--- config.mk ---
export PLATFORM = sky130hd
export DESIGN_NAME = led_trail_driver
export DESIGN_NICKNAME = d
export VERILOG_FILES = /design/src/rtl/led_trail_driver.sv
export SDC_FILE = /design/constraint.sdc
export NUM_CORES = 1
export LEC_CHECK = 0
export ABC_AREA = 1
export CAP_MARGIN = 10
export CORE_MARGIN = 3
export CORE_UTILIZATION = 25
export DETAILED_ROUTE_END_ITERATION = 16
export DONT_BUFFER_PORTS = 1
export GPL_TIMING_DRIVEN = 0
export PLACE_DENSITY_LB_ADDON = 0.3
export SLEW_MARGIN = 20
export SYNTH_ARGS = -nofsm -noshare
export SYNTH_HDL_FRONTEND = slang
export SYNTH_SLANG_ARGS = --single-unit
--- constraint.sdc ---
create_clock -name clk -period 3.6 [get_ports clk]
set_input_delay 0.36 -clock clk [delete_from_list [all_inputs] [get_ports clk]]
set_output_delay 0.36 -clock clk [all_outputs]
set_load 0.02 [all_outputs]
--- src/rtl/led_trail_driver.sv ---
// Comet-style LED trail driver: lit position at full brightness, linear PWM fade behind it.
// Optional square-law gamma on the PWM duty when LED_TRAIL_GAMMA_EN is defined.
module led_trail_driver #(
    parameter int N_LEDS    = 8,
    parameter int PWM_BITS  = 4,
    parameter int DECAY_DIV = 1000,
    localparam int PW       = (N_LEDS > 1) ? $clog2(N_LEDS) : 1
) (
    input  logic              clk,
    input  logic              reset,
    input  logic [PW-1:0]     pos,
    output logic [N_LEDS-1:0] led,
    output logic              trail_active
);

    localparam int SW = (DECAY_DIV > 1) ? $clog2(DECAY_DIV) : 1;
    localparam logic [PWM_BITS-1:0] MAX = '1;
    localparam logic [SW-1:0] PS_LAST = SW'(DECAY_DIV - 1);

    logic [SW-1:0]       prescaler;
    logic [PWM_BITS-1:0] pwm_cnt;
    logic [PWM_BITS-1:0] bright     [N_LEDS];
    logic [PWM_BITS-1:0] bright_nxt [N_LEDS];
    logic [N_LEDS-1:0]   led_nxt;
    logic                tick;
    logic                trail_nxt;

    function automatic logic [PWM_BITS-1:0] duty(input logic [PWM_BITS-1:0] b);
`ifdef LED_TRAIL_GAMMA_EN
        logic [2*PWM_BITS-1:0] w;
        w = {{PWM_BITS{1'b0}}, b};
        return PWM_BITS'((w * w) >> PWM_BITS);
`else
        return b;
`endif
    endfunction

    always_comb tick = (prescaler == PS_LAST);

    // The current position wins over decay, even on a tick cycle.
    always_comb begin
        led_nxt   = '0;
        trail_nxt = 1'b0;
        for (int i = 0; i < N_LEDS; i++) begin
            bright_nxt[i] = bright[i];
            led_nxt[i] = (bright[i] == MAX) || (duty(bright[i]) > pwm_cnt);
            if (pos == PW'(i))
                bright_nxt[i] = MAX;
            else if (tick && bright[i] != '0)
                bright_nxt[i] = bright[i] - 1'b1;
            if (pos != PW'(i) && bright_nxt[i] != '0)
                trail_nxt = 1'b1;
        end
    end

    always_ff @(posedge clk or negedge reset) begin
        if (!reset) begin
            prescaler    <= '0;
            pwm_cnt      <= '0;
            led          <= '0;
            trail_active <= 1'b0;
            for (int i = 0; i < N_LEDS; i++)
                bright[i] <= '0;
        end else begin
            prescaler    <= tick ? '0 : prescaler + 1'b1;
            pwm_cnt      <= pwm_cnt + 1'b1;
            led          <= led_nxt;
            trail_active <= trail_nxt;
            for (int i = 0; i < N_LEDS; i++)
                bright[i] <= bright_nxt[i];
        end
    end

endmodule

==> impl_metrics.tcl <==
set metrics [dict create \
    status "finished, final reports clean" \
    hpwlAfterDp_um 6800 \
    dr.pass1.iters 4 \
    crit_fanout 10 \
    wire_per_inst_um 13.6 \
    clock_skew_ps 9.97 \
    critPathMaxStageDelay_ps 370 \
    final_util_pct 29.0 \
    maxSlewViolCount 0 \
    yosys-top-cells-count "nand2_1 (100), inv_1 (74), nor2_1 (59), dfrtp_1 (55), ha_1 (50)" \
    post-cts-setup-buffer-count 0 \
    end_kind "flop" \
    whs_path_depth 3 \
    reg2reg_depth 14 \
    synth-seq-area-share_pct 35.6 \
    die_w_um 130 \
    cts_tree "yes" \
    die_area_um2 17000 \
    cp_data_required_time_ps 3780 \
    critPathLaunchType "flop" \
    grt_pass1_wl_um 16000 \
    power_mw 1.22 \
    r2r_start "prescaler[0]" \
    clk_latency_ps 300 \
    cts_root_buf "clkbuf_16" \
    gp_congestion 0.829 \
    grt_start_max_net_pins 56 \
    hold_start "pos[2]" \
    initial_utilization_pct 26.0 \
    drive_gt1_share_pct 5.79 \
    placed_area_um2 4100 \
    hold_viol 0 \
    cts_buffer_depth 2 \
    synth.area.top_cells "dfrtp_1 (36%), ha_1 (16%), nand2_1 (9.7%)" \
    port_buffers 0 \
    irDropWorstVdd_mv 0.181 \
    pre_cts_ws_ps 1410 \
    vias 3238 \
    fmax_mhz 462 \
    vias_per_cell 4.73 \
    floorplan.die.height_um 130 \
    crit_top_cell "nand2_1" \
    fin_crit_ps 2160 \
    worst_slack_ps 1440 \
    hold_path_end "bright[23]" \
    fp.coreArea_um2 14900 \
    cts_sinks 55 \
    avgSynthCellArea_um2 7.88 \
    p_leak_nw 2.02 \
    route.detailed.drc 0 \
    ys_types 31 \
    post-route-period-util_pct 60.1 \
    async_flop_share_pct 100 \
    cap_violations 0 \
    clk_pin_slew_ps 80 \
    grt_usage_pct 11.8 \
    synth_edf_count 0 \
    path_cells "ha_1, nand2_1, inv_1, buf_4, nand2_4, nor2_4, buf_6, o21ai_0, nor2_1, nand3_1, nand2_1, nand2_1, nor2_1, nand2_1" \
    rows 44 \
    slowest_stage "dfrtp_1" \
    fin_area_um2 4310 \
    synth_ff_type "dfrtp_1" \
    ys_warn_count 0 \
    numCtsBuffers 5 \
    grt_antenna_before_repair 0 \
    syn_nets 546 \
    min_path_type "primary input to flop" \
    post_cts_resize_count 0 \
    rrSetupSlack_ps 1440 \
    cp.arrival_ps 2350 \
    drt_iter0_markers 182 \
    area_growth_syn_to_layout_pct 11.4 \
    p_per_area_nw_per_um2 284 \
    worst_pin_slew_ps 585 \
    antenna_cells 0 \
    critPathKind "flop to flop" \
    yosysTopAreaCellShare_pct 35.6 \
    ant_nets 0 \
    rsz0062_at_grt "false" \
    syn_inst 491 \
    rr_endpoint "trail_active" \
    setup_viol 0 \
    maxSlewHeadroom_pct 61.0 \
    routed_wl_um 9330 \
    grt-ovfl-total 0 \
    ys_seq_elements 55 \
    cts_max_level 2 \
    ioPinCount 14 \
    grt_pass1_vias 3184 \
    syn_area_um2 3870 \
    yosys.area.top_type "dfrtp_1" \
    synth.most_common_cell "nand2_1" \
    nNetsFinal 555 \
    setup_tns_ps 0 \
]
==> cell type report <==
type | instances | area, um2
repair buffers | 2 | 37.5
fillers | 1582 | 10600
multi-input cells | 354 | 2150
plain buffers | 6 | 53.8
inverters | 76 | 285
flip-flops and latches | 55 | 1380
well taps | 184 | 230
clock buffers | 6 | 139
clock inverters | 2 | 35.0
==> state kept, by name, indices dropped and copies added, names as in the netlist <==
name and cells:
bright 32, led 8, prescaler 10, pwm_cnt 4, trail_active 1
==> layout by cell type, fill, tap and decap left out, drive strengths merged, types with 4 or more instances in the layout <==
master    n
nor3     15
clkbuf    6
ha       50
nand4    22
nand3    48
nand2   103
o21ai     5
a32o      8
a21oi    17
inv      76
o211ai    5
nor2     63
buf       7
xor2      7
dfrtp    55
xnor2     4
==> stage by stage <==
step / cells / hold slack (ps)
5_1_grt: 685 / 358
6_report: 685 / 321
3_3_place_gp: 675 / 66.2
3_5_place_dp: 675 / 66.5
4_1_cts: 685 / 323
2_1_floorplan: 491 / 64.4
==> critical path: cells and delay by family (launching register included) <==
kind,cells,cell delay (ps)
buffers and inverters,3,470
AOI/OAI and AO/OA,1,80
and+or+nand+nor,9,980
DFF,1,370
adders and majority gates,1,170
==> worst max-delay path by stage <==
| stage | endpoint | slack [ps] | startpoint |
|---|---|---|---|
| floorplan | trail_active | 1840 | prescaler[0] |
| global placement | trail_active | 1410 | prescaler[0] |
| detailed placement | trail_active | 1410 | prescaler[0] |
| CTS | trail_active | 1400 | prescaler[0] |
| global route | trail_active | 1170 | prescaler[0] |
| finish | trail_active | 1440 | prescaler[0] |
==> timing repair <==
action / in CTS / in global routing
hold buffers: 2 / 0
endpoints found under the setup margin: 0 / 0
hold endpoints to repair: 55 / 0
==> power breakdown <==
group	total [mW]	switching (mW)	internal, mW	leakage [nW]
clock	0.578	0.232	0.347	0.0868
combinational	0.0290	0.0223	0.00669	1.40
sequential	0.617	0.00000000263	0.617	0.536
total	1.22	0.254	0.971	2.02
==> cell families (layout without fill, tap and decap cells) <==
kind of cell | count (synthesis) | in the layout | share of synthesized area [%]
AND/OR/NAND/NOR | 253 | 253 | 30.1
buffers and inverters | 82 | 92 | 8.76
flip-flops | 55 | 55 | 35.6
adder cells (fa/ha/maj) | 50 | 50 | 16.2
AO/OA/AOI/OAI | 40 | 40 | 6.92
XOR/XNOR | 11 | 11 | 2.49
==> routing by layer <==
layer | wire [um] | GRT usage, %
met5 | 0 | 0
met4 | 112 | 2.60
met2 | 4510 | 20.1
met1 | 4390 | 15.8
met3 | 315 | 1.99
Power figures use the tool's default switching activity.
